$ cat config.mk
export PLATFORM = sky130hd
export DESIGN_NAME = mem_arbiter
export DESIGN_NICKNAME = d
export VERILOG_FILES = /design/src/rtl/mem_arbiter.sv
export SDC_FILE = /design/constraint.sdc
export NUM_CORES = 1
export LEC_CHECK = 0
export BUFFER_PORTS_ARGS = -buffer_cell sky130_fd_sc_hd__buf_2
export CORE_AREA = 2 2 84 86
export DETAILED_ROUTE_END_ITERATION = 16
export DIE_AREA = 0 0 86 88
export PLACE_DENSITY = 0.66
export SYNTH_ARGS = -nofsm -noshare
export SYNTH_HDL_FRONTEND = slang
export SYNTH_SLANG_ARGS = --single-unit
$ cat constraint.sdc
create_clock -name clk -period 2.2 [get_ports clk]
set_clock_uncertainty 0.1 [all_clocks]
set_input_delay 0.22 -clock clk [delete_from_list [all_inputs] [get_ports clk]]
set_output_delay 0.22 -clock clk [all_outputs]
set_load 0.01 [all_outputs]
$ cat src/rtl/mem_arbiter.sv
// Two-requester arbiter for the single-port data memory: fetch vs load/store,
// round-robin with an optional data lock, read data routed back by requester id.
module mem_arbiter #(
  parameter int unsigned ADDR_WIDTH = 5,
  parameter int unsigned DATA_WIDTH = 32
) (
  input  logic                  clk,
  input  logic                  rst,
  input  logic                  i_req,
  input  logic                  i_we,
  input  logic [ADDR_WIDTH-1:0] i_addr,
  input  logic [DATA_WIDTH-1:0] i_wdata,
  output logic                  i_gnt,
  output logic                  i_rvalid,
  output logic [DATA_WIDTH-1:0] i_rdata,
  input  logic                  d_req,
  input  logic                  d_we,
  input  logic [ADDR_WIDTH-1:0] d_addr,
  input  logic [DATA_WIDTH-1:0] d_wdata,
  input  logic                  d_lock,
  output logic                  d_gnt,
  output logic                  d_rvalid,
  output logic [DATA_WIDTH-1:0] d_rdata,
  output logic [ADDR_WIDTH-1:0] mem_addr,
  output logic [DATA_WIDTH-1:0] mem_wdata,
  output logic                  mem_wen,
  output logic                  mem_ren,
  input  logic [DATA_WIDTH-1:0] mem_rdata
);

  // Requester ids: 0 = fetch, 1 = data.
  logic last_q;
  logic lock_own_q;
  logic rsp_v_q;
  logic rsp_id_q;

  logic sel_i;
  logic sel_d;
  logic granted;
  logic g_we;

  // Grant decision; nothing is granted while reset is held.
  always_comb begin
    sel_i = 1'b0;
    sel_d = 1'b0;
    if (rst) begin
      if (i_req && d_req) begin
        if ((lock_own_q && d_lock) || !last_q) begin
          sel_d = 1'b1;
        end else begin
          sel_i = 1'b1;
        end
      end else begin
        sel_i = i_req;
        sel_d = d_req;
      end
    end
  end

  assign granted = sel_i | sel_d;
  assign g_we    = sel_d ? d_we : i_we;

  always_comb begin
    mem_addr  = '0;
    mem_wdata = '0;
    if (sel_d) begin
      mem_addr  = d_addr;
      mem_wdata = d_wdata;
    end else if (sel_i) begin
      mem_addr  = i_addr;
      mem_wdata = i_wdata;
    end
  end

  assign i_gnt   = sel_i;
  assign d_gnt   = sel_d;
  assign mem_wen = granted & g_we;
  assign mem_ren = granted & ~g_we;

  assign i_rvalid = rsp_v_q & ~rsp_id_q;
  assign d_rvalid = rsp_v_q & rsp_id_q;
  assign i_rdata  = i_rvalid ? mem_rdata : '0;
  assign d_rdata  = d_rvalid ? mem_rdata : '0;

  always_ff @(posedge clk or negedge rst) begin
    if (!rst) begin
      last_q     <= 1'b1;
      lock_own_q <= 1'b0;
      rsp_v_q    <= 1'b0;
      rsp_id_q   <= 1'b0;
    end else if (granted) begin
      last_q     <= sel_d;
      lock_own_q <= sel_d & d_lock;
      rsp_v_q    <= ~g_we;
      rsp_id_q   <= sel_d;
    end else begin
      rsp_v_q <= 1'b0;
      if (!d_lock) begin
        lock_own_q <= 1'b0;
      end
    end
  end

endmodule

==> flow_metrics.env, run 1 <==
export IMPL_diodes=0
export IMPL_clock_fmax_ghz=0.467
export IMPL_met1_usage_pct=13.0
export IMPL_finish_net_count=469
export IMPL_placed_cells=429
export IMPL_power_density_nw_per_um2=306
export IMPL_grt_max_degree=41
export IMPL_synth_nets=256
export IMPL_yosysMostFrequentCell="a22o_1"
export IMPL_grt_use_total_pct=11.5
export IMPL_clkTransAtPathRegs_ns=0.04
export IMPL_synth_top_cells_by_area="a22o_1 30%, and2_1 20%, and3_1 19%"
export IMPL_grt_pass1_vias=1596
export IMPL_core_region_area_um2=6640
export IMPL_tightest_slew_ns=0.441
export IMPL_worstSetupEndpointType="output pin"
export IMPL_start_util_pct=16.3
export IMPL_netlist_area_um2=1080
export IMPL_maxCapViolCount=0
export IMPL_synthDistinctLibCells=22
export IMPL_seq_power_share_pct=12.4
export IMPL_drv_slew=0
export IMPL_antenna_found_initial=0
export IMPL_die_w_um=86
export IMPL_syn_to_final_growth_pct=114
export IMPL_synth_compound_area_share_pct=39.2
export IMPL_grtUsageMet3_pct=2.36
export IMPL_use_met2_pct=22.1
export IMPL_die_h_um=88
export IMPL_die_area_um2=7570
export IMPL_power_frac_comb_pct=63.6
export IMPL_power_leakage_nw=1.62
export IMPL_status="completed"
export IMPL_first_pass_iters=4
export IMPL_power_switching_mw=0.271
export IMPL_maxSlewHeadroom_pct=70.3
export IMPL_clockBufferDepth=2
export IMPL_finalWirelength_mm=5.52
export IMPL_synth_seq_cells=4
export IMPL_yosys_area_share_simple_pct=39.2
export IMPL_post_cts_buffers=0
export IMPL_antenna_left=0
export IMPL_synth_top_family_by_area="simple AND/OR/NAND/NOR gates"
export IMPL_setup_viol=0
export IMPL_ys_seq_area_share_pct=9.39
export IMPL_final_core_util_pct=34.7
export IMPL_io_pins=220
export IMPL_p_int_mw=0.436
export IMPL_crit_required_ns=1.88
export IMPL_synth_largest_area_cell="a22o_1"
export IMPL_grt_overflow=0
export IMPL_finalCritPeriodShare_pct=97.4
export IMPL_portBuffers=219
export IMPL_root_buffer="clkbuf_8"
export IMPL_first_iter_violations=58
export IMPL_setup_tns_ns=0
export IMPL_cp_arrival_ns=1.82
export IMPL_cts_made_buffers=3
export IMPL_setup_worst_path_class="reg -> out"
export IMPL_synth_top_area_share_pct=30.0
export IMPL_drive_above_1_share_pct=65.6
export IMPL_holdWs_ns=0.155
export IMPL_htreeDepth=1
export IMPL_cts_sinks=4
export IMPL_viasPerCell=4.50
export IMPL_cts_tree="built"
export IMPL_hold_violations=0
export IMPL_synthXorXnorAreaFrac_pct=0
export IMPL_async_reset_ff_share_pct=100
export IMPL_dpl_hpwl_mm=4.58
export IMPL_drc=0
export IMPL_avgSynthCellArea_um2=7.55
export IMPL_switching_share_pct=38.3
export IMPL_syn_inst=143
export IMPL_rows=30
export IMPL_ys_warn_count=0
export IMPL_irDropWorstVdd_v=0.000363
export IMPL_grt_busiest_layer="met2"
export IMPL_via_count=1959
export IMPL_routabilityCongestion=0.766
export IMPL_crit_fanout=20
export IMPL_wl_per_cell_um=12.7
export IMPL_synth_ff_type="dfrtp_1"
export IMPL_synth_fa_ha_area_share_pct=0
export IMPL_rsz0062_at_grt="no"
export IMPL_clock_latency_ns=0.22
export IMPL_cp_start_kind="flip-flop"
export IMPL_synth_edf_count=0
export IMPL_clkPwrFrac_pct=24.0
export IMPL_hold_path_class="in -> reg"
export IMPL_fin_crit_ns=2.14
export IMPL_fillers=696
export IMPL_grt_pass1_wl_mm=7.18
export IMPL_synth_area_mux_share_pct=0
export IMPL_layout_cells_non_filler=435
export IMPL_synth_common_cells="37 x a22o_1, 34 x and2_1, 32 x and3_1"
[state kept, by name, summed over array words and instances (netlist names)]
| signal | cells |
|---|---|
| rsp_id_q | 1 |
| rsp_v_q | 1 |
| lock_own_q | 1 |
| last_q | 1 |
[kinds of logic after synthesis]
kind of cell    Yosys count
simple gates             68
compound gates           49
buf+inv                  22
flops                     4
[final timing paths]
| kind | slack (ns) | cells past startpoint | start | endpoint |
|---|---|---|---|---|
| min in group asynchronous | 0.33 | 2 | rst | rsp_id_q$_DFFE_PN0P_ |
| setup reg to reg | 0.54 | 4 | last_q$_DFFE_PN1P_ | rsp_v_q$_DFF_PN0_ |
| setup / recovery | 0.06 | 5 | last_q$_DFFE_PN1P_ | mem_wdata[24] |
| hold / removal | 0.16 | 2 | d_lock | lock_own_q$_DFFE_PN0P_ |
| hold reg to reg | 0.42 | 1 | last_q$_DFFE_PN1P_ | last_q$_DFFE_PN1P_ |
| max in group asynchronous | 1.43 | 2 | rst | last_q$_DFFE_PN1P_ |
[layout by cell type, fill, tap and decap left out, types with 2 or more instances in the layout]
master	synthesis	final
buf_2	1	219
and2_1	34	34
clkbuf_8	0	3
buf_12	0	2
a21o_1	2	2
dfrtp_1	3	3
a22o_1	37	37
buf_4	3	3
and3_1	32	32
inv_1	4	4
[power by group through the flow]
stage,Clock (mW),Combinational (mW),Sequential [mW]
final,0.169,0.450,0.0876
after global routing,0.182,0.490,0.0888
after CTS,0.175,0.445,0.0877
after detailed placement,0,0.443,0.0883
after global placement,0,0.438,0.0879
after floorplan,0,0.221,0.0900
[cell type report]
cell class	count	area, µm²	area share [%]
clock buffers	4	45.0	1.95
inverters	4	15.0	0.651
flip-flops and latches	4	101	4.40
multi-input cells	117	851	36.9
well taps	80	100	4.34
repair buffers	226	1190	51.8
[stage by stage]
stage / worst slack [ns] / instance area [µm²] / power, mW
4_1_cts: 0.0549 / 2280 / 0.708
5_1_grt: 0.00204 / 2310 / 0.760
3_5_place_dp: 0.291 / 2220 / 0.531
2_1_floorplan: 0.427 / 1080 / 0.311
6_report: 0.0574 / 2310 / 0.707
3_3_place_gp: 0.312 / 2220 / 0.526
[critical path, cell delays in order (launching register included)]
cell and delay, ns:
dfstp_2 0.53, a21bo_2 0.25, o21a_2 0.25, buf_12 0.17, a22o_1 0.26, buf_2 0.15
[routing by layer]
layer / vias up / share of wire [%]
met3: 2 / 11
met4: 0 / 0.27
met5: - / 0
li1: 957 / -
met2: 136 / 51
met1: 864 / 37
[timing repair]
| action | CTS | global route |
|---|---|---|
| gates resized for setup | 0 | 1 |
| endpoints found under the hold margin | 4 | 0 |
| setup endpoints to repair | 0 | 2 |
| hold buffers | 1 | 0 |
No activity file was read; power rests on OpenSTA's default activity.
==> run 2, diff against run 1 <==
--- a/config.mk
+++ b/config.mk
@@ -10,6 +10,7 @@
 export DETAILED_ROUTE_END_ITERATION = 16
 export DIE_AREA = 0 0 86 88
 export PLACE_DENSITY = 0.66
+export SETUP_SLACK_MARGIN = 0.4
 export SYNTH_ARGS = -nofsm -noshare
 export SYNTH_HDL_FRONTEND = slang
 export SYNTH_SLANG_ARGS = --single-unit
==> flow_metrics.env, run 2 (synthesis gave the netlist of run 1 again) <==
export IMPL_layout_common_cells="219 x buf_2, 37 x a22o_1, 34 x and2_1"
export IMPL_grt_use_total_pct=12.1
export IMPL_power_leakage_nw=1.64
export IMPL_cts_tree="built"
export IMPL_worst_r2r_path_depth=4
export IMPL_max_stage_delay_ns=0.53
export IMPL_seq_area_um2=101
export IMPL_rr_startpoint="last_q$_DFFE_PN1P_"
export IMPL_irDropWorstVdd_v=0.000358
export IMPL_drc=0
export IMPL_crit_chain="a21bo_4, o21a_4, buf_12, a22o_1, buf_2"
export IMPL_final_common_cell="buf_2"
export IMPL_setup_tns_ns=0
export IMPL_grt_overflow=0
export IMPL_fillers=694
export IMPL_antenna_found_initial=0
export IMPL_portBuffers=219
export IMPL_clockBufferDepth=2
export IMPL_clock_fmax_ghz=0.471
export IMPL_path_delay_family="compound AO/OA/AOI/OAI gates"
export IMPL_rows=30
export IMPL_first_iter_violations=34
export IMPL_hold_violations=0
export IMPL_post_dp_cell_area_um2=2220
export IMPL_cp_arrival_ns=1.80
export IMPL_cts_sinks=4
export IMPL_startpoint="last_q$_DFFE_PN1P_"
export IMPL_worstSetupEndpointType="output pin"
export IMPL_rsz0062_at_grt="yes"
export IMPL_finalWirelength_mm=5.74
export IMPL_first_pass_iters=4
export IMPL_setup_viol=0
export IMPL_power_density_nw_per_um2=308
export IMPL_cp_start_kind="flip-flop"
export IMPL_wl_per_cell_um=13.1
export IMPL_die_h_um=88
export IMPL_routabilityCongestion=0.766
export IMPL_fin_crit_ns=2.12
export IMPL_root_buffer="clkbuf_8"
export IMPL_r2r_end="rsp_v_q$_DFF_PN0_"
export IMPL_layout_cells_non_filler=437
export IMPL_stdcell_area_um2=2360
export IMPL_drive_above_1_share_pct=65.8
export IMPL_antenna_left=0
export IMPL_finalCritPeriodShare_pct=96.4
export IMPL_maxSlewHeadroom_pct=60.2
export IMPL_status="completed"
export IMPL_io_pins=220
export IMPL_drv_slew=0
export IMPL_core_region_area_um2=6640
export IMPL_hold_path_class="in -> reg"
export IMPL_placed_cells=429
export IMPL_finish_net_count=471
export IMPL_diodes=0
export IMPL_crit_fanout=10
export IMPL_crit_required_ns=1.88
export IMPL_die_w_um=86
export IMPL_setup_worst_path_class="reg -> out"
export IMPL_cp_endpoint="mem_wdata[24]"
export IMPL_path_buf_inv=2
export IMPL_final_core_util_pct=35.6
export IMPL_maxCapViolCount=0
export IMPL_viasPerCell=4.52
export IMPL_grt_max_degree=39
export IMPL_cp_slowest_cell="dfstp_2"
export IMPL_syn_to_final_growth_pct=119
export IMPL_grt_pass1_vias=1636
export IMPL_grt_pass1_wl_mm=7.50
export IMPL_cp_depth=5
export IMPL_tightest_slew_ns=0.591
export IMPL_r2r_setup_slack_ns=0.56
export IMPL_cts_made_buffers=3
export IMPL_clkTransAtPathRegs_ns=0.04
export IMPL_clock_latency_ns=0.22
export IMPL_multiInputGateArea_um2=872
export IMPL_start_util_pct=16.3
export IMPL_dpl_hpwl_mm=4.58
export IMPL_htreeDepth=1
export IMPL_via_count=1976
export IMPL_die_area_um2=7570
## run 2: final cells by class
cell class	instances	share of cell area [%]
multi-input cells	117	36.9
well taps	80	4.24
clock buffers	4	1.91
repair buffers	228	52.0
flip-flops and latches	4	4.29
inverters	4	0.636
## run 2: what timing repair did
item	in CTS	in global routing
resized for setup	4	1
hold buffers	1	0
cloned	1	1
hold endpoints to repair	4	0
buffers inserted	0	1
setup endpoints to repair	41	41
pin swaps	0	1
## run 2: how the worst min path moves through the flow
| stage | start | endpoint | slack (ns) | cells after the start |
|---|---|---|---|---|
| after floorplan | rst | lock_own_q$_DFFE_PN0P_ | -0.18 | 0 |
| after global placement | rst | rsp_v_q$_DFF_PN0_ | -0.04 | 1 |
| after detailed placement | rst | lock_own_q$_DFFE_PN0P_ | -0.04 | 1 |
| after CTS | d_lock | lock_own_q$_DFFE_PN0P_ | 0.16 | 2 |
| after global routing | d_lock | lock_own_q$_DFFE_PN0P_ | 0.16 | 2 |
| final | d_lock | lock_own_q$_DFFE_PN0P_ | 0.16 | 2 |
## run 2: worst register-to-register path, stage by stage, from the launching register on
cell     delay, ns
dfstp_2       0.53
a21bo_4       0.24
o21a_4        0.26
buf_16        0.17
o211a_1       0.22
## run 2: metrics by stage
| step | hold WS, ns | power (mW) | setup WS, ns |
|---|---|---|---|
| detailed placement | -0.0398 | 0.531 | 0.291 |
| finish | 0.160 | 0.727 | 0.0781 |
| global route | 0.156 | 0.781 | 0.0359 |
| floorplan | -0.176 | 0.311 | 0.427 |
| global placement | -0.0427 | 0.526 | 0.312 |
| CTS | 0.157 | 0.723 | 0.0837 |
## run 2: routing by layer
metal / wire length (µm) / part of all wire, % / global-route usage [%]
met1: 2020 / 35 / 13.5
met3: 720 / 13 / 2.26
met2: 3000 / 52 / 23.8
met4: 0 / 0 / 2.16
met5: 0 / 0 / 0
## run 2: power by group
part,switching [mW],internal [mW]
Clock,0.0446,0.124
Combinational,0.228,0.242
Sequential,0.00452,0.0831
Total,0.278,0.449
==> run 3, diff against run 2 <==
--- a/config.mk
+++ b/config.mk
@@ -10,6 +10,7 @@
 export DETAILED_ROUTE_END_ITERATION = 16
 export DIE_AREA = 0 0 86 88
 export PLACE_DENSITY = 0.66
+export REMOVE_ABC_BUFFERS = 1
 export SETUP_SLACK_MARGIN = 0.4
 export SYNTH_ARGS = -nofsm -noshare
 export SYNTH_HDL_FRONTEND = slang
==> flow_metrics.env, run 3 (synthesis gave the netlist of run 1 again) <==
export IMPL_status="completed"
export IMPL_power_leakage_nw=1.64
export IMPL_power_density_nw_per_um2=310
export IMPL_htreeDepth=1
export IMPL_hold_path_class="in -> reg"
export IMPL_maxCapViolCount=0
export IMPL_r2r_end="rsp_id_q$_DFFE_PN0P_"
export IMPL_maxSlewHeadroom_pct=69.7
export IMPL_irDropWorstVdd_v=0.000102
export IMPL_via_count=1956
export IMPL_finalCritPeriodShare_pct=93.4
export IMPL_finalWirelength_mm=6.10
export IMPL_die_h_um=88
export IMPL_power_frac_comb_pct=64.5
export IMPL_setup_worst_path_class="reg -> out"
export IMPL_layout_cells_non_filler=438
export IMPL_path_buf_inv=2
export IMPL_start_util_pct=16.3
export IMPL_io_pins=220
export IMPL_crit_required_ns=1.88
export IMPL_viasPerCell=4.47
export IMPL_setup_viol=0
export IMPL_worst_slack_ns=0.146
export IMPL_die_area_um2=7570
export IMPL_clock_latency_ns=0.23
export IMPL_stdcell_area_um2=2350
export IMPL_r2r_setup_slack_ns=0.58
export IMPL_path_delay_family="compound AO/OA/AOI/OAI gates"
export IMPL_fillers=705
export IMPL_worstSetupEndpointType="output pin"
export IMPL_crit_chain="a21bo_4, o21a_4, buf_12, a22o_1, buf_2"
export IMPL_placed_cells=430
export IMPL_root_buffer="clkbuf_8"
export IMPL_cts_tree="built"
export IMPL_first_pass_iters=4
export IMPL_seq_power_share_pct=12.0
export IMPL_hold_end="lock_own_q$_DFFE_PN0P_"
export IMPL_core_region_area_um2=6640
export IMPL_final_core_util_pct=35.3
export IMPL_rows=30
export IMPL_grt_overflow=0
export IMPL_fin_crit_ns=2.05
export IMPL_clockBufferDepth=2
export IMPL_worst_r2r_path_depth=5
export IMPL_hold_violations=0
export IMPL_first_iter_violations=42
export IMPL_post_dp_cell_area_um2=2220
export IMPL_dp_slack_ns=0.283
export IMPL_min_path_cells=2
export IMPL_cp_start_kind="flip-flop"
export IMPL_final_common_cell="buf_2"
export IMPL_tightest_slew_ns=0.450
export IMPL_hp_start="d_lock"
export IMPL_cp_slowest_cell="dfstp_2"
export IMPL_seq_area_um2=101
export IMPL_clkTransAtPathRegs_ns=0.04
export IMPL_die_w_um=86
export IMPL_crit_fanout=16
export IMPL_p_int_mw=0.447
export IMPL_grt_pass1_wl_mm=8.56
export IMPL_multiInputGateArea_um2=863
export IMPL_antenna_left=0
export IMPL_antenna_found_initial=0
export IMPL_grt_max_degree=39
export IMPL_clock_fmax_ghz=0.487
export IMPL_cts_sinks=4
export IMPL_cp_arrival_ns=1.73
export IMPL_dpl_hpwl_mm=5.16
export IMPL_portBuffers=219
export IMPL_wl_per_cell_um=13.9
export IMPL_setup_tns_ns=0
export IMPL_max_stage_delay_ns=0.51
export IMPL_drive_above_1_share_pct=65.9
export IMPL_layout_common_cells="219 x buf_2, 37 x a22o_1, 34 x and2_1"
export IMPL_cts_made_buffers=3
export IMPL_drv_slew=0
export IMPL_rsz0062_at_grt="yes"
export IMPL_switching_share_pct=38.5
export IMPL_syn_to_final_growth_pct=117
export IMPL_grt_use_total_pct=14.4
export IMPL_rr_startpoint="last_q$_DFFE_PN1P_"
export IMPL_clkPwrFrac_pct=23.5
export IMPL_routabilityCongestion=0.720
export IMPL_grt_pass1_vias=1768
export IMPL_finish_net_count=472
export IMPL_diodes=0
export IMPL_drc=0
export IMPL_power_switching_mw=0.280
-- run 3: cell types whose count changed in the layout (fill, tap and decap cells not counted), sizes merged --
cell,delta
buf,+2
clkbuf,-1
-- run 3: worst max-delay path by stage --
stage,startpoint,end,slack [ns],cells after the start
floorplan,last_q$_DFFE_PN1P_,mem_addr[0],-0.74,3
global placement,last_q$_DFFE_PN1P_,mem_wdata[4],0.32,5
detailed placement,last_q$_DFFE_PN1P_,mem_addr[1],0.28,5
CTS,last_q$_DFFE_PN1P_,mem_addr[1],0.11,5
global route,last_q$_DFFE_PN1P_,mem_addr[1],0.08,5
finish,last_q$_DFFE_PN1P_,mem_addr[1],0.15,5
-- run 3: area by class of cell --
type,count,area share [%]
clock buffer,4,1.92
multi-input combinational,117,36.8
sequential,4,4.32
inverter,4,0.640
timing repair buffer,229,52.1
tap,80,4.26
-- run 3: per-layer routing --
metal | up-vias | share of wire [%] | GRT usage [%]
met5 | - | 0 | 0
met4 | 0 | 0.77 | 3.61
met3 | 6 | 10 | 3.30
met2 | 132 | 54 | 29.7
met1 | 851 | 35 | 14.4
li1 | 967 | - | -
-- run 3: power by group through the flow --
stage / logic (mW) / clock network, mW / registers [mW]
floorplan: 0.184 / 0 / 0.101
global placement: 0.443 / 0 / 0.0876
detailed placement: 0.448 / 0 / 0.0883
CTS: 0.474 / 0.174 / 0.0872
global route: 0.513 / 0.184 / 0.0879
finish: 0.469 / 0.171 / 0.0870
-- run 3: through the flow --
| step | power, mW | hold slack (ns) |
|---|---|---|
| 4_1_cts | 0.736 | 0.176 |
| 3_5_place_dp | 0.536 | -0.0434 |
| 5_1_grt | 0.786 | 0.185 |
| 6_report | 0.727 | 0.180 |
| 2_1_floorplan | 0.285 | -0.176 |
| 3_3_place_gp | 0.530 | -0.0423 |
-- run 3: repair_timing --
item / CTS / global route
pin swaps: 1 / 1
hold buffers: 1 / 0
endpoints found under the hold margin: 4 / 0
setup buffers: 2 / 0
setup endpoints to repair: 41 / 41
resized for setup: 8 / 0
gates cloned: 1 / 0
